==> src/rtl/alu_muldiv.sv <==
// Iterative multiply/divide unit owning the HI/LO registers: one product or
// quotient bit per cycle, sign fix-up in a final cycle, start/busy/done handshake.
module alu_muldiv #(
  parameter int WIDTH = 32
) (
  input  logic             clk,
  input  logic             rst_n,
  input  logic             MDStart,
  input  logic [2:0]       MDOp,
  input  logic [WIDTH-1:0] MDOpX,
  input  logic [WIDTH-1:0] MDOpY,
  output logic             MDBusy,
  output logic             MDDone,
  output logic [WIDTH-1:0] HI,
  output logic [WIDTH-1:0] LO
);

  localparam int CW = $clog2(WIDTH + 1);

  localparam logic [1:0] S_IDLE = 2'd0;
  localparam logic [1:0] S_RUN  = 2'd1;
  localparam logic [1:0] S_FIX  = 2'd2;

  localparam logic [2:0] OP_MULT = 3'd0;
  localparam logic [2:0] OP_DIV  = 3'd2;
  localparam logic [2:0] OP_MTHI = 3'd4;
  localparam logic [2:0] OP_MTLO = 3'd5;

  logic [1:0]         state_q, state_d;
  logic [CW-1:0]      cnt_q, cnt_d;
  logic [WIDTH-1:0]   mag_q, mag_d;        // multiplicand or divisor magnitude
  logic [2*WIDTH-1:0] acc_q, acc_d;        // {partial hi, multiplier} or {remainder, dividend/quotient}
  logic               is_div_q, is_div_d;
  logic               neg_res_q, neg_res_d;
  logic               neg_rem_q, neg_rem_d;
  logic               div0_q, div0_d;
  logic [WIDTH-1:0]   hi_q, hi_d;
  logic [WIDTH-1:0]   lo_q, lo_d;
  logic               done_q, done_d;

  logic               signed_op, x_neg, y_neg;
  logic [WIDTH-1:0]   x_mag, y_mag;
  logic [WIDTH:0]     mul_sum;
  logic [2*WIDTH-1:0] mul_next;
  logic [WIDTH:0]     rem_sh, rem_diff;
  logic               take;
  logic [2*WIDTH-1:0] div_next;
  logic [2*WIDTH-1:0] prod_fix;
  logic [WIDTH-1:0]   quo_fix, rem_fix;

  assign signed_op = (MDOp == OP_MULT) || (MDOp == OP_DIV);
  assign x_neg     = signed_op & MDOpX[WIDTH-1];
  assign y_neg     = signed_op & MDOpY[WIDTH-1];
  assign x_mag     = x_neg ? -MDOpX : MDOpX;
  assign y_mag     = y_neg ? -MDOpY : MDOpY;

  // Shift-add: add the multiplicand into the upper half when the current
  // multiplier bit is set, then shift the whole accumulator right by one.
  assign mul_sum  = {1'b0, acc_q[2*WIDTH-1:WIDTH]} + (acc_q[0] ? {1'b0, mag_q} : '0);
  assign mul_next = {mul_sum, acc_q[WIDTH-1:1]};

  // Restoring division: the quotient bit replaces the dividend bit shifted out.
  assign rem_sh   = {acc_q[2*WIDTH-1:WIDTH], acc_q[WIDTH-1]};
  assign rem_diff = rem_sh - {1'b0, mag_q};
  assign take     = ~rem_diff[WIDTH];
  assign div_next = {(take ? rem_diff[WIDTH-1:0] : rem_sh[WIDTH-1:0]), acc_q[WIDTH-2:0], take};

  // With a zero divisor the remainder ends as |X|; restoring the dividend's
  // sign therefore returns the raw X without a separate copy.
  assign prod_fix = neg_res_q ? -acc_q : acc_q;
  assign quo_fix  = div0_q ? '1 : (neg_res_q ? -acc_q[WIDTH-1:0] : acc_q[WIDTH-1:0]);
  assign rem_fix  = neg_rem_q ? -acc_q[2*WIDTH-1:WIDTH] : acc_q[2*WIDTH-1:WIDTH];

  always_comb begin
    // NOTE: every output of this block gets a default first, so no path can infer a latch.
    state_d   = state_q;
    cnt_d     = cnt_q;
    mag_d     = mag_q;
    acc_d     = acc_q;
    is_div_d  = is_div_q;
    neg_res_d = neg_res_q;
    neg_rem_d = neg_rem_q;
    div0_d    = div0_q;
    hi_d      = hi_q;
    lo_d      = lo_q;
    done_d    = 1'b0;

    case (state_q)
      S_IDLE: begin
        if (MDStart) begin
          if (!MDOp[2]) begin
            state_d   = S_RUN;
            cnt_d     = '0;
            is_div_d  = MDOp[1];
            neg_res_d = x_neg ^ y_neg;
            neg_rem_d = x_neg;
            div0_d    = MDOp[1] && (MDOpY == '0);
            mag_d     = MDOp[1] ? y_mag : x_mag;
            acc_d     = {{WIDTH{1'b0}}, (MDOp[1] ? x_mag : y_mag)};
          end else if (MDOp == OP_MTHI) begin
            hi_d = MDOpX;
          end else if (MDOp == OP_MTLO) begin
            lo_d = MDOpX;
          end
        end
      end
      S_RUN: begin
        acc_d = is_div_q ? div_next : mul_next;
        cnt_d = cnt_q + CW'(1);
        if (cnt_q == CW'(WIDTH - 1)) begin
          state_d = S_FIX;
        end
      end
      S_FIX: begin
        state_d = S_IDLE;
        done_d  = 1'b1;
        if (is_div_q) begin
          hi_d = rem_fix;
          lo_d = quo_fix;
        end else begin
          hi_d = prod_fix[2*WIDTH-1:WIDTH];
          lo_d = prod_fix[WIDTH-1:0];
        end
      end
      default: state_d = S_IDLE;
    endcase
  end

  // NOTE: state uses non-blocking assignments so every register samples pre-edge values.
  // NOTE: all registers, datapath included, are reset so an aborted operation leaves nothing behind.
  always_ff @(posedge clk or negedge rst_n) begin
    if (!rst_n) begin
      state_q   <= S_IDLE;
      cnt_q     <= '0;
      mag_q     <= '0;
      acc_q     <= '0;
      is_div_q  <= 1'b0;
      neg_res_q <= 1'b0;
      neg_rem_q <= 1'b0;
      div0_q    <= 1'b0;
      hi_q      <= '0;
      lo_q      <= '0;
      done_q    <= 1'b0;
    end else begin
      state_q   <= state_d;
      cnt_q     <= cnt_d;
      mag_q     <= mag_d;
      acc_q     <= acc_d;
      is_div_q  <= is_div_d;
      neg_res_q <= neg_res_d;
      neg_rem_q <= neg_rem_d;
      div0_q    <= div0_d;
      hi_q      <= hi_d;
      lo_q      <= lo_d;
      done_q    <= done_d;
    end
  end

  assign MDBusy = (state_q != S_IDLE);
  assign MDDone = done_q;
  assign HI     = hi_q;
  assign LO     = lo_q;

endmodule

==> config.mk <==
export PLATFORM = sky130hd
export DESIGN_NAME = alu_muldiv
export DESIGN_NICKNAME = d
export VERILOG_FILES = /design/src/rtl/alu_muldiv.sv
export SDC_FILE = /design/constraint.sdc
export NUM_CORES = 1
export LEC_CHECK = 0
export BUFFER_PORTS_ARGS = -buffer_cell sky130_fd_sc_hd__buf_2
export CAP_MARGIN = 20
export CORE_MARGIN = 2
export CORE_UTILIZATION = 42
export DETAILED_ROUTE_END_ITERATION = 7
export PLACE_DENSITY = 0.61
export SYNTH_ARGS = -nofsm -noshare
export SYNTH_HDL_FRONTEND = slang
export SYNTH_SLANG_ARGS = --single-unit
==> constraint.sdc <==
create_clock -name clk -period 5.3 [get_ports clk]
set_input_delay 1.06 -clock clk [delete_from_list [all_inputs] [get_ports clk]]
set_output_delay 1.06 -clock clk [all_outputs]
set_load 0.01 [all_outputs]
# Yosys cells after proc, flatten, opt, wreduce, memory -nomap -nowiden
# Index checks and enable logic that the tools add are counted.
[totals] reg_bits=173 inputBits=70 output_inout_bits=66 wordCells=83
[classes] n_addsub=8 eq_ne=13 muxes=33 n_bitwise=5 reduce_logical=13
[op_table] cell="$mux W32" n=18
[op_table] cell="$mux W64" n=4
[op_table] cell="$neg A32 Y32" n=4
[op_table] cell="$pmux W32 S2" n=2
[op_table] cell="$pmux W64 S2" n=1
[op_table] cell="$neg A64 Y64" n=1
[op_table] cell="$add A32 B32 Y33" n=1
[op_table] cell="$sub A33 B32 Y33" n=1
[op_table] cell="$logic_not A32 Y1" n=1
[op_table] cell="$ne A2 B2 Y1 const B" n=7
[op_table] cell="$mux W6" n=2
[op_table] cell="$pmux W6 S2" n=1
[op_table] cell="$reduce_and A3 Y1" n=3
[op_table] cell="$add A6 B1 Y6 const B" n=1
[op_table] cell="$eq A3 B3 Y1 const B" n=2
[op_table] cell="$eq A6 B5 Y1 const B" n=1
[op_table] cell="$mux W2" n=3
[op_table] cell="$reduce_bool A2 Y1" n=3
[op_table] cell="$reduce_and A5 Y1" n=1
[op_table] cell="$pmux W2 S2" n=1
[op_table] cell="$reduce_and A4 Y1" n=1
[op_table] cell="$eq A3 B2 Y1 const B" n=1
[op_table] cell="$logic_not A3 Y1" n=1
[op_table] cell="$and A1 B1 Y1" n=2
[op_table] cell="other kinds (8)" n=9

# Depth between registers and ports, before layout
# Gate-level depths: netlist (run 1).
[depth] word_depth=8 ltp_mapped=16 ltp_nobuf=14

# Least setup slack after synthesis (run 1)
# Ideal clock, no wire load.
[synth_path] kind="register to register" start="register acc_q[0]" end="register hi_q[28] (netlist: HI[28])" setup_time_ps=77 t_arrival_ps=3383 t_required_ps=5223 setup_slack_ps=1841 stages_incl_launch_ff=15 path_buffers=2 synth_period_minus_slack_ps=3459 cell_sequence="dfrtp_1 -> inv_1 -> clkbuf_1 -> ha_1 -> nand2b_1 -> or4_1 -> clkbuf_1 -> or4_4 -> or2_4 -> o31ai_4 -> nand3_2 -> o41ai_2 -> xnor2_1 -> nand2_1 -> o21ai_1"
[synth_between] elab_chain_cells=4
[synth_lines] element="start, declared" line="32" source="logic [2*WIDTH-1:0] acc_q, acc_d;"
[synth_lines] element="start signal, assigned" line="136" source="acc_q <= '0;"
[synth_lines] element="start signal, assigned" line="148" source="acc_q <= acc_d;"
[synth_lines] element="$neg A64 Y64" line="70" source="assign prod_fix = neg_res_q ? -acc_q : acc_q;"
[synth_lines] element="$mux W64" line="70"
[synth_lines] element="$mux W32" line="117" source="if (is_div_q) begin"
[synth_lines] element="$pmux W32 S2" line="88" source="case (state_q)"
[synth_lines] element="end signal, assigned" line="153" source="hi_q <= hi_d;"
[synth_lines] element="end, declared" line="37" source="logic [WIDTH-1:0] hi_q, hi_d;"
# No other way between the ends.
# A chain may end at the register's enable or synchronous reset.

# Worst setup path after layout (run 1)
[layout_path] start="register acc_q[31]" end="register acc_q[51]"
[layout_between] elab_chain_cells=4
[layout_lines] element="$sub A33 B32 Y33" line="64" source="assign rem_diff = rem_sh - {1'b0, mag_q};"
[layout_lines] element="$mux W32" line="66" source="assign div_next = {(take ? rem_diff[WIDTH-1:0] : rem_sh[WIDTH-1:0]), acc_q[WIDTH-2:0], take};"
[layout_lines] element="$mux W64" line="108" source="acc_d = is_div_q ? div_next : mul_next;"
[layout_lines] element="$pmux W64 S2" line="88"
# No other way between the ends.

==> summary.md, run 1 <==
• 15,810 sq um — DP Area
• 191.4 um — width of the chip
• 0.08 ns — post-CTS clock slew at the launch and capture registers of the worst setup and hold paths
• 29 — maximum fanout encountered on the critical timing path
• 6.080 — post-detailed-route via-to-cell ratio
• 26.46% — Relative slew margins
• 24,520 um — Routed met1 length
• 2,004 — Post-Syn Nets
• inv_1, ha_1, fa_1, nor2b_1, o31ai_1, nand3_1, a211oi_1, nor2_1, o41ai_1, nor2_2, buf_4, mux2_2, a21oi_1, o21ai_0 — Critical Path, Cell by Cell
• 81,790 um — wire length of the first global-routing pass
• 70 — number of unique standard cell types used by synthesis
• 16,370 sq um — cell area after layout
• clkbuf_16 — clk root buf
• done — clock tree from TritonCTS
• flop to flop — hold crit path type
• 47.38% — final design utilization
• dfrtp_1 — Primary FF master, synth
• 1.246 ns — setup slack after placement
• 54,210 um — wire length reported by the detailed router
• 14.59k — total via count in the routed design
• simple AND/OR/NAND/NOR gates — largest delay contributor family on the critical path
• flop — kind of end point of the critical path
• 34,540 sq um — area of the core
• 0 — number of pins exceeding their max-slew limit in the final report
• 0 — total count of hold-check failures in the final report
• 100.0% — fraction of synthesis flops using an asynchronous set or reset pin
• 42.71% — initial cell density of the core
• 11.68% — fraction of layout cells with a size suffix above 1
• 173 — clock sink count
• 173 — Seq cells post-synth
• 135 — Buffers on Ports
• dfrtp_1 — slowest cell on the critical path
• 1,863 — count of mapped cells out of synthesis
• no — setup repair after global routing missed its margin
• 22.59 um — drt wl/cell
• 10.94% — growth of design area from synthesis to finish
• 0 — post-CTS setup buffers
• 2 — total buffers and inverters traversed by the critical path
• 241.9 MHz — Fmax achieved
• 5 — drt first pass iters
• 0 — EDFF count, synth
• 0.4760 ns — Hold WS
• 91 — pin count of the biggest net entering global routing
• 136 — count of boundary I/O pins
• 1.167 ns — Worst Slack Setup Final
• 0 — Setup Viol. Count Final
• 0 — Maximum Capacitance Violations
• met5 — highest layer used for signal routing
• 0 — number of buffers added to fix hold violations after cts
• 1.102 ns — slew at the pin with the worst max-slew slack
• 716.9 nW/um^2 — Power Dens Cells
• 6.869 nW — static power due to leakage
• 41,600 um — HPWL reported at the end of detailed placement
• 4.133 ns — fin crit period
• 4 — H-tree depth
• 1,389 — Iteration-0 DRC Markers
• 14 — number of logic stages on the critical path including buffering
• 0 — Residual DRC
• 3,453 — fill cell total of the finished layout
• 2,072 — # nets final
• 1.17 ns — Reg2Reg Setup Slack
• 0.9618 — Final GP Congestion
• complete, no violations — result of the run
• 0 — number of synthesis warnings
• flop — CP startpoint kind
• 5.61 ns — critical path data required time
• flop to flop — type of the worst setup path
• 0.61 ns — Largest stage delay, worst path
• 2 — initial antenna violation count
• 0.01341 ns — Worst Skew
• 0 — antenna violation net count after detailed routing
• 0 — post-cts gate resize count
• 29.34% — sequential area share after synthesis
• 4.44 ns — arrival time reported for the critical path endpoint
• 29.51% — Total GRT Usage
• 36,640 sq um — DIE AREA
• 23,380 um — met2 routed WL
• 4330 sq um — flip-flop and latch area
• 14 — Register-to-Register Path Depth
• 4131 um — total length of routed met3 wires
• 77.98% — share of the clock period used by the worst path
• 9821 sq um — area of the multi-input gates
• 2 — buffer depth of the longest clock path
• 14,750 sq um — total standard cell area after synthesis
• 191.4 um — die span in y
• 0 ns — final setup TNS
• 7.919 sq um — synthesized area divided by synthesized cell count
• 13.51k — via count of the first global-routing pass
• 17 — TritonCTS Buffers
• 1 — number of instances on the worst hold path
• 68 — number of core rows
• 0.0004553 V — IR Drop Worst-Case VDD
• 0 — Overflow after GRT
• 0.45 ns — Worst-Skew Late Latency
flip-flops by register name, indices dropped and copies added (netlist names):
name / cells
is_div_q: 1
MDDone: 1
HI: 32
cnt_q: 6
mag_q: 32
neg_rem_q: 1
div0_q: 1
state_q: 2
LO: 32
acc_q: 64
neg_res_q: 1
per-stage QoR:
stage / total power, mW / instances
finish: 11.73 / 2400
CTS: 11.62 / 2399
detailed placement: 10.35 / 2367
global placement: 10.26 / 2367
global route: 12.62 / 2400
floorplan: 8.108 / 1863
routing by layer:
layer / GRT usage, % / vias to the layer above
met1: 42.19 / 7001
met3: 3.837 / 91
met2: 44.83 / 587
met5: 0 / -
met4: 11.86 / 2
li1: - / 6911
worst paths after layout:
check,from,end
min in group asynchronous,rst_n,HI[13]
setup reg to reg,acc_q[31],acc_q[51]
hold / removal,LO[30],LO[30]
setup / recovery,acc_q[31],acc_q[51]
hold reg to reg,LO[30],LO[30]
max in group asynchronous,rst_n,acc_q[1]
layout by cell type, fill, tap and decap left out, types with 18 or more instances in the layout:
| cell | instances |
|---|---|
| buf_2 | 133 |
| nor3_1 | 25 |
| xor2_1 | 82 |
| a22oi_1 | 18 |
| or3_1 | 28 |
| a21o_1 | 42 |
| nand2b_1 | 18 |
| dfrtp_1 | 172 |
| nand3_1 | 23 |
| mux2i_1 | 75 |
| nand2_1 | 229 |
| a211oi_1 | 63 |
| xnor2_1 | 86 |
| nor2_1 | 148 |
| inv_1 | 54 |
| a32oi_1 | 25 |
| buf_4 | 27 |
| o31ai_1 | 22 |
| o21ai_0 | 173 |
| o211ai_1 | 22 |
| a21oi_1 | 163 |
| ha_1 | 69 |
worst register-to-register path: stages, from the launching register on:
cell and delay (ns):
dfrtp_1 0.61, inv_1 0.19, ha_1 0.26, fa_1 0.43, nor2b_1 0.19, o31ai_1 0.12
nand3_1 0.15, a211oi_1 0.12, nor2_1 0.51, o41ai_1 0.21, nor2_2 0.13, buf_4 0.44
mux2_2 0.40, a21oi_1 0.13, o21ai_0 0.11
power by group:
part           leakage [nW]  internal [mW]  total [mW]  switching, mW
clock                 0.262          0.642        1.27          0.624
combinational          4.60           3.11        7.64           4.53
sequential             2.01           1.97        2.83          0.858
cell type report:
cell class / count / area share, %
tap: 455 / 3.478
multi-input combinational: 1522 / 60.00
antenna: 1 / 0.01529
clock inverter: 11 / 0.5122
inverter: 56 / 1.284
clock buffer: 21 / 2.874
sequential: 173 / 26.46
timing repair buffer: 161 / 5.374
cells by family after synthesis:
logic type               synth area share (%)
adder cells (fa/ha/maj)                 6.123
AO/OA/AOI/OAI                           26.84
flip-flops                              29.34
multiplexers                            5.394
buffers and inverters                   4.308
XOR/XNOR                                9.974
AND/OR/NAND/NOR                         18.01
Yosys cell counts (6+ instances only):
library cell | n | share of area [%]
a211oi_1 | 63 | 3.2
a21o_1 | 42 | 2.1
a21oi_1 | 164 | 5.6
a22oi_1 | 18 | 0.92
a31oi_1 | 17 | 0.72
a32oi_1 | 25 | 1.5
and2_1 | 6 | 0.25
and3_1 | 13 | 0.55
buf_1 | 6 | 0.15
clkbuf_1 | 102 | 2.6
dfrtp_1 | 173 | 29
ha_1 | 69 | 5.9
inv_1 | 55 | 1.4
mux2i_1 | 75 | 5.1
nand2_1 | 229 | 5.8
nand2b_1 | 18 | 0.76
nand3_1 | 23 | 0.78
nand4_1 | 10 | 0.42
nor2_1 | 151 | 3.8
nor2b_1 | 18 | 0.76
nor3_1 | 25 | 0.85
nor4_1 | 8 | 0.34
o211ai_1 | 22 | 1.1
o21a_1 | 9 | 0.46
o21ai_0 | 173 | 5.9
o21ai_1 | 6 | 0.20
o22ai_1 | 7 | 0.30
o31ai_1 | 22 | 1.1
o41ai_1 | 17 | 1.0
or2_2 | 10 | 0.42
or3_1 | 28 | 1.2
or4_1 | 16 | 0.81
xnor2_1 | 86 | 5.1
xor2_1 | 82 | 4.9
(Power assumes the default switching activity.)
==> run 2, diff against run 1 <==
--- a/config.mk
+++ b/config.mk
@@ -5,12 +5,13 @@
 export SDC_FILE = /design/constraint.sdc
 export NUM_CORES = 1
 export LEC_CHECK = 0
+export ABC_AREA = 1
 export BUFFER_PORTS_ARGS = -buffer_cell sky130_fd_sc_hd__buf_2
 export CAP_MARGIN = 20
 export CORE_MARGIN = 2
 export CORE_UTILIZATION = 42
 export DETAILED_ROUTE_END_ITERATION = 7
-export PLACE_DENSITY = 0.61
+export PLACE_DENSITY = 0.62
 export SYNTH_ARGS = -nofsm -noshare
 export SYNTH_HDL_FRONTEND = slang
 export SYNTH_SLANG_ARGS = --single-unit
==> constraint.sdc (replaced) <==
create_clock -name clk -period 3.68 [get_ports clk]
set_input_delay 0.736 -clock clk [delete_from_list [all_inputs] [get_ports clk]]
set_output_delay 0.736 -clock clk [all_outputs]
set_load 0.01 [all_outputs]
==> run 2 against run 1 <==
Compared with the run above: clock-buffer cell count is 4 lower; via count is 54% higher; synthesized cell count grew 78%; clock power increased by 53%; critical path depth grew 5; sequential power rose by 49%; cell count increased by 67%; flip-flop and latch count is the same; clock skew is 0.0024 ns higher; area after synthesis increased by 27%; worst setup slack worse by 0.49 ns; largest cell class unchanged.
==> summary.md, run 2 <==
• no — setup repair after global routing missed its margin, unchanged
• 0.59 ns — Largest stage delay, worst path, was 0.61 ns
• 0.0008528 V — IR Drop Worst-Case VDD, was 0.0004553 V
• 4.08 ns — critical path data required time, was 5.61 ns
• 22.50k — total via count in the routed design, was 14.59k
• 46,210 sq um — DIE AREA, was 36,640 sq um
• 0.50 ns — Worst-Skew Late Latency, was 0.45 ns
• 2 — buffer depth of the longest clock path, unchanged
• nand2_1 — critical path's most frequent cell
• acc_q — largest register by flop count, unchanged
• 100.0% — fraction of synthesis flops using an asynchronous set or reset pin, unchanged
• 0 — EDFF count, synth, unchanged
• 215.0 um — die span in y, was 191.4 um
• 3,983 — total placed cells including tap cells, was 2,367
• 2 — total buffers and inverters traversed by the critical path, unchanged
• complete, no violations — result of the run, unchanged
• simple AND/OR/NAND/NOR gates — main combinational cell family by area after synthesis, was compound AO/OA/AOI/OAI gates
• 0 — antenna violation net count after detailed routing, unchanged
• 4,945 — fill cell total of the finished layout, was 3,453
• 5.647 sq um — synthesized area divided by synthesized cell count, was 7.919 sq um
• 5.603 — post-detailed-route via-to-cell ratio, was 6.080
• 10.64% — growth of design area from synthesis to finish, was 10.94%
• 39.85% — Relative slew margins, was 26.46%
• 1 — initial antenna violation count, was 2
• 42.45% — initial cell density of the core, was 42.71%
• 129,300 um — wire length of the first global-routing pass, was 81,790 um
• 332.6 MHz — Fmax achieved, was 241.9 MHz
• 44,030 sq um — area of the core, was 34,540 sq um
• 173 — clock sink count, unchanged
• 0 ns — final setup TNS, unchanged
• 4.833% — adder-cell share of the synthesized area, was 6.123%
• 7.975% — fraction of layout cells with a size suffix above 1, was 11.68%
• nand2_1 — top-count cell post-synth, unchanged
• 71,070 um — HPWL reported at the end of detailed placement, was 41,600 um
• 12.74% — Compound-Gate Fraction of Synth Area, was 26.84%
• 3,310 — count of mapped cells out of synthesis, was 1,863
• flop — CP startpoint kind, unchanged
• 3.006 ns — fin crit period, was 4.133 ns
• 77 — number of core rows, was 68
• 0.9022 ns — slew at the pin with the worst max-slew slack, was 1.102 ns
• 1.048 — Final GP Congestion, was 0.9618
• 23.16% — top cell type's share of synthesized area, was 29.34%
• 37.22% — Total GRT Usage, was 29.51%
• 1,067 x nand2_1, 489 x inv_1, 427 x nor2_1 — most numerous cell types in the synthesized netlist, was 229 x nand2_1, 173 x dfrtp_1, 173 x o21ai_0
• 43.50% — post-synthesis share of cell area spent on and, or, nand and nor gates, was 18.01%
• 3.233% — xor/xnor share of the synthesized area, was 9.974%
• 0 — total count of hold-check failures in the final report, unchanged
• 0 — Overflow after GRT, unchanged
• 985.5 nW/um^2 — Power Dens Cells, was 716.9 nW/um^2
• 3,551 — # nets final, was 2,072
• done — clock tree from TritonCTS, unchanged
• flop — kind of end point of the critical path, unchanged
• 64 — number of flip-flops under the largest register name, unchanged
• 86,460 um — wire length reported by the detailed router, was 54,210 um
• 0.09 ns — post-CTS clock slew at the launch and capture registers of the worst setup and hold paths, was 0.08 ns
• 3.40 ns — arrival time reported for the critical path endpoint, was 4.44 ns
• dfrtp_1 23%, nand2_1 21%, inv_1 9.8% — biggest area contributors in the synthesized netlist, was dfrtp_1 29%, o21ai_0 5.9%, ha_1 5.9%
• input port to async pin — hold crit path type, was flop to flop
• nand2_1 — most frequent standard cell in the layout excluding fill and tap cells, unchanged
• 0 — Setup Viol. Count Final, unchanged
• 6 — drt first pass iters, was 5
• 32 — maximum fanout encountered on the critical timing path, was 29
• 135 — Buffers on Ports, unchanged
• 20.38 mW — power consumption, was 11.73 mW
• 0 — post-cts gate resize count, unchanged
• dfrtp_1 — Primary FF master, synth, unchanged
• 73 — pin count of the biggest net entering global routing, was 91
• 0 — Residual DRC, unchanged
• 11.14 nW — static power due to leakage, was 6.869 nW
• flop to flop — type of the worst setup path, unchanged
• 4 — H-tree depth, unchanged
• inv_1, ha_1, fa_1, inv_1, nand2_1, nand2_1, nand3_1, nand2_2, nand2_1, nand2_2, nand2_2, nand2_2, nand2_2, nand2_4, nand2_1, nand2_1, nand2_1, nand2_1, nand2_1 — Critical Path, Cell by Cell, was inv_1, ha_1, fa_1, nor2b_1, o31ai_1, nand3_1, a211oi_1, nor2_1, o41ai_1, nor2_2, buf_4, mux2_2, a21oi_1, o21ai_0
• 21.53 um — drt wl/cell, was 22.59 um
• 0 — number of pins exceeding their max-slew limit in the final report, unchanged
• dfrtp_1 — cell type with the largest total area after synthesis, unchanged
• 1,066 x nand2_1, 489 x inv_1, 426 x nor2_1 — leading cell types in the layout, fill and taps excluded, was 229 x nand2_1, 173 x o21ai_0, 172 x dfrtp_1
• 0% — multiplexer area fraction after synthesis, was 5.394%
• 136 — count of boundary I/O pins, unchanged
• 20.44k — via count of the first global-routing pass, was 13.51k
• 3,451 — Post-Syn Nets, was 2,004
• 0 — number of buffers added to fix hold violations after cts, unchanged
• 0 — number of synthesis warnings, unchanged
• clkbuf_16 — clk root buf, unchanged
• 23.16% — sequential area share after synthesis, was 29.34%
• 18,690 sq um — total standard cell area after synthesis, was 14,750 sq um
• 0.01583 ns — Worst Skew, was 0.01341 ns
• 173 — Seq cells post-synth, unchanged
• 0 — Maximum Capacitance Violations, unchanged
• 0 — post-CTS setup buffers, unchanged
• dfrtp_1 — slowest cell on the critical path, unchanged
• 49 — number of unique standard cell types used by synthesis, was 70
• simple AND/OR/NAND/NOR gates — largest delay contributor family on the critical path, unchanged
• 2,792 — Iteration-0 DRC Markers, was 1,389
• 17 — TritonCTS Buffers, unchanged
• 81.70% — share of the clock period used by the worst path, was 77.98%
• 4,016 — count of non-filler cells in the finished layout, was 2,400
• 215.0 um — width of the chip, was 191.4 um
## run 2: path summary, 6_finish.rpt
path | slack, ns | endpoint | start | cells after the start
max in group asynchronous | 2.62 | LO[29] | rst_n | 2
worst max-delay path | 0.67 | acc_q[62] | acc_q[31] | 19
worst min-delay path | 0.27 | mag_q[27] | rst_n | 1
worst max register to register | 0.67 | acc_q[62] | acc_q[31] | 19
worst min register to register | 0.49 | LO[4] | LO[4] | 2
min in group clk | 0.49 | LO[4] | LO[4] | 2
## run 2: routing by layer
layer / track usage (%) / routed length (um) / share of wire [%]
met1: 54.69 / 38320 / 44
met2: 53.38 / 35550 / 41
met3: 7.856 / 9631 / 11
met4: 13.15 / 2952 / 3.4
met5: 0 / 0 / 0
## run 2: kinds of logic after synthesis
kind of cell               after synthesis
adders and majority gates               71
xor gates and xnor gates                69
buffers and inverters                  606
AOI/OAI and AO/OA                      433
and+or+nand+nor                       1958
DFF                                    173
## run 2: area by class of cell
cell class,instances,area (sq um),share of cell area (%)
Inverter,503,1888,9.129
Sequential cell,173,4330,20.94
Antenna cell,1,2.502,0.01210
Clock inverter,15,188.9,0.9135
Multi-Input combinational cell,2531,12030,58.17
Timing Repair Buffer,184,1075,5.197
Clock buffer,17,425.4,2.057
Tap cell,592,740.7,3.582
## run 2: worst register-to-register path, stage by stage, from the launching register on
cell,delay (ns)
dfrtp_1,0.59
inv_1,0.17
ha_1,0.25
fa_1,0.42
inv_1,0.13
nand2_1,0.07
nand2_1,0.07
nand3_1,0.08
nand2_2,0.12
nand2_1,0.07
nand2_2,0.09
nand2_2,0.07
nand2_2,0.08
nand2_2,0.06
nand2_4,0.31
nand2_1,0.09
nand2_1,0.08
nand2_1,0.04
nand2_1,0.07
nand2_1,0.04
## run 2: through the flow
stage | util (%) | setup slack, ns | instance area [sq um] | hold WS (ns)
floorplan | - | 1.144 | 18690 | 0.4404
global placement | 45.57 | 0.6849 | 20060 | 0.4769
detailed placement | 45.57 | 0.6805 | 20060 | 0.4705
CTS | 46.97 | 0.7263 | 20680 | 0.2748
global route | 46.97 | 0.4463 | 20680 | 0.3101
finish | 46.97 | 0.6736 | 20680 | 0.2682
## run 2: report_power, final
part / switching, mW / leakage, nW / internal, mW
sequential: 1.40 / 2.04 / 2.81
combinational: 9.82 / 8.80 / 4.41
clock: 1.01 / 0.298 / 0.925
==> run 3, diff against run 2 <==
--- a/config.mk
+++ b/config.mk
@@ -5,13 +5,13 @@
 export SDC_FILE = /design/constraint.sdc
 export NUM_CORES = 1
 export LEC_CHECK = 0
-export ABC_AREA = 1
+export ABC_AREA = 0
 export BUFFER_PORTS_ARGS = -buffer_cell sky130_fd_sc_hd__buf_2
 export CAP_MARGIN = 20
 export CORE_MARGIN = 2
 export CORE_UTILIZATION = 42
 export DETAILED_ROUTE_END_ITERATION = 7
-export PLACE_DENSITY = 0.62
+export PLACE_DENSITY = 0.63
 export SYNTH_ARGS = -nofsm -noshare
 export SYNTH_HDL_FRONTEND = slang
 export SYNTH_SLANG_ARGS = --single-unit
==> constraint.sdc (replaced) <==
create_clock -name clk -period 2.5 [get_ports clk]
set_input_delay 0.5 -clock clk [delete_from_list [all_inputs] [get_ports clk]]
set_output_delay 0.5 -clock clk [all_outputs]
set_load 0.01 [all_outputs]
==> run 3 against run 2 <==
Compared with the run above: the run now ends with negative setup slack left; clock power grew 38%; die area is 21% lower; wire length fell by 26%; highest routed layer is now met5; power rose by 70%; clock-buffer cell count up 1; first-iteration DRC count decreased by 45%; flip-flop and latch count unchanged.
==> summary.md, run 3 (synthesis results as in run 1) <==
• 2,906 — fill cell total of the finished layout, was 4,945
• 42.71% — initial cell density of the core, was 42.45%
• 63,680 um — wire length reported by the detailed router, was 86,460 um
• HI[28] — destination of the critical timing path, was acc_q[62]
• 2,884 — count of non-filler cells in the finished layout, was 4,016
• 53.62% — Relative slew margins, was 39.85%
• 1581 nW/um^2 — Power Dens Cells, was 985.5 nW/um^2
• flop — CP startpoint kind, unchanged
• 2,559 — # nets final, was 3,551
• 1,544 — Iteration-0 DRC Markers, was 2,792
• 314.8 MHz — Fmax achieved, was 332.6 MHz
• 6 — drt first pass iters, unchanged
• 173 — clock sink count, unchanged
• -0.6761 ns — Worst Slack Setup Final, was 0.6736 ns
• 38.70% — fraction of layout cells with a size suffix above 1, was 7.975%
• 69 — pin count of the biggest net entering global routing, was 73
• 48.78% — growth of design area from synthesis to finish, was 10.64%
• flop — kind of end point of the critical path, unchanged
• 0 — Maximum Capacitance Violations, unchanged
• 191.4 um — die span in y, was 215.0 um
• -0.68 ns — Reg2Reg Setup Slack, was 0.67 ns
• 0 — number of pins exceeding their max-slew limit in the final report, unchanged
• 135 — Buffers on Ports, unchanged
• 0 — antenna violation net count after detailed routing, unchanged
• 68 — number of core rows, was 77
• 64 — number of flip-flops under the largest register name, unchanged
• 0.44 ns — Worst-Skew Late Latency, was 0.50 ns
• 2,789 — total placed cells including tap cells, was 3,983
• 17 — TritonCTS Buffers, unchanged
• 2 — buffer depth of the longest clock path, unchanged
• 95,270 um — wire length of the first global-routing pass, was 129,300 um
• input port to async pin — hold crit path type, unchanged
• done — clock tree from TritonCTS, unchanged
• 63.54% — final design utilization, was 46.97%
• yes — setup repair after global routing missed its margin, was no
• 9.624 nW — static power due to leakage, was 11.14 nW
• 0.6932 ns — slew at the pin with the worst max-slew slack, was 0.9022 ns
• 22.08 um — drt wl/cell, was 21.53 um
• 87 — Setup Viol. Count Final, was 0
• 0.003767 ns — Hold WS, was 0.2682 ns
• buf_4 — most frequent standard cell in the layout excluding fill and tap cells, was nand2_1
• 0.07 ns — post-CTS clock slew at the launch and capture registers of the worst setup and hold paths, was 0.09 ns
• 10 — Register-to-Register Path Depth, was 19
• finished, violations left — result of the run, was complete, no violations
• 3.55 ns — arrival time reported for the critical path endpoint, was 3.40 ns
• 0 — number of antenna diodes, was 1
• -40.78 ns — final setup TNS, was 0 ns
• 34,540 sq um — area of the core, was 44,030 sq um
• 34.24% — Total GRT Usage, was 37.22%
• clkbuf_16 — clk root buf, unchanged
• HI[28] — Crit Reg-Reg Endpoint, was acc_q[62]
• 48,750 um — HPWL reported at the end of detailed placement, was 71,070 um
• 3.176 ns — fin crit period, was 3.006 ns
• 191.4 um — width of the chip, was 215.0 um
• flop to flop — type of the worst setup path, unchanged
• 4337 sq um — flip-flop and latch area, was 4330 sq um
• -0.7598 ns — setup slack after placement, was 0.6805 ns
• 0 — total count of hold-check failures in the final report, unchanged
• 0 — Overflow after GRT, unchanged
• 0 — Residual DRC, unchanged
• acc_q[11] — first element of the critical path, was acc_q[31]
• 0 — number of buffers added to fix hold violations after cts, unchanged
• 17.13k — total via count in the routed design, was 22.50k
• negative setup slack — failing checks
• acc_q[11] — origin of the critical flop-to-flop path, was acc_q[31]
• 3 — initial antenna violation count, was 1
• 5.941 — post-detailed-route via-to-cell ratio, was 5.603
• 0.9891 — Final GP Congestion, was 1.048
• 136 — count of boundary I/O pins, unchanged
• 36,640 sq um — DIE AREA, was 46,210 sq um
• acc_q — largest register by flop count, unchanged
• 0.0007955 V — IR Drop Worst-Case VDD, was 0.0008528 V
• 458 x buf_4, 220 x nand2_1, 169 x dfrtp_1 — leading cell types in the layout, fill and taps excluded, was 1,066 x nand2_1, 489 x inv_1, 426 x nor2_1
• 2.87 ns — critical path data required time, was 4.08 ns
• 4 — maximum fanout encountered on the critical timing path, was 32
• 16.31k — via count of the first global-routing pass, was 20.44k
• 4 — H-tree depth, unchanged
• 11,380 sq um — area of the multi-input gates, was 12,030 sq um
• 127.0% — share of the clock period used by the worst path, was 81.70%
• 0.01384 ns — Worst Skew, was 0.01583 ns
[run 3: cell types whose count changed in the layout (fill, tap and decap cells not counted), moves of 64 or more]
| cell | before | now |
|---|---|---|
| buf_4 | 47 | 458 |
| nor2_1 | 426 | 131 |
| nand3_1 | 312 | 21 |
| a21oi_1 | 185 | 121 |
| nand2_1 | 1066 | 220 |
| inv_1 | 489 | 43 |
| xnor2_1 | 14 | 78 |
| mux2i_1 | 0 | 71 |
[run 3: report_power, final]
part           internal (mW)  switching [mW]  total, mW
Sequential              4.20            1.02       5.22
Combinational           12.7            14.1       26.8
Clock                   1.40            1.28       2.68
Total                   18.3            16.4       34.7
[run 3: final cells by class]
cell class                 instances  share of cell area [%]
multi-input combinational       1523                   51.87
timing repair buffer             647                   22.26
sequential                       173                   19.76
clock buffer                      18                   2.001
inverter                          56                   1.003
tap                              455                   2.594
clock inverter                    12                  0.5187
[run 3: through the flow]
| step | instance area, sq um | power, mW |
|---|---|---|
| after floorplan | 15190 | 18.41 |
| after global placement | 19450 | 27.32 |
| after detailed placement | 19450 | 27.67 |
| after CTS | 21120 | 32.82 |
| after global routing | 21950 | 36.85 |
| final | 21950 | 34.69 |
[run 3: worst min-delay path by stage]
stage	to	slack, ns	startpoint	cells after the start
2_1_floorplan	HI[0]	0.20	rst_n	0
5_1_grt	HI[11]	0.02	rst_n	1
6_report	HI[12]	0.004	rst_n	1
4_1_cts	HI[12]	0.008	rst_n	1
3_3_place_gp	LO[26]	0.46	LO[26]	1
3_5_place_dp	LO[10]	0.46	LO[10]	1
[run 3: worst max-delay path, stage by stage (launching register included)]
cell and delay, ns:
dfrtp_1 0.38, or4_4 0.53, or4_4 0.46, or4_4 0.50, or2_4 0.29, o31ai_4 0.26
nand3_2 0.15, o41ai_2 0.25, xnor2_1 0.16, nand2_1 0.07, o21ai_1 0.06
[run 3: routing by layer]
| metal | part of all wire, % | global-route usage [%] |
|---|---|---|
| met4 | 5.0 | 16.15 |
| met1 | 41 | 45.31 |
| met3 | 8.4 | 5.489 |
| met5 | 0.039 | 0 |
| met2 | 45 | 54.57 |
[run 3: timing repair]
item | 4_1_cts | 5_1_grt
cloned | 4 | 0
pin swaps | 111 | 120
setup buffers | 42 | 25
endpoints found under the setup margin | 89 | 106
resized for setup | 183 | 149
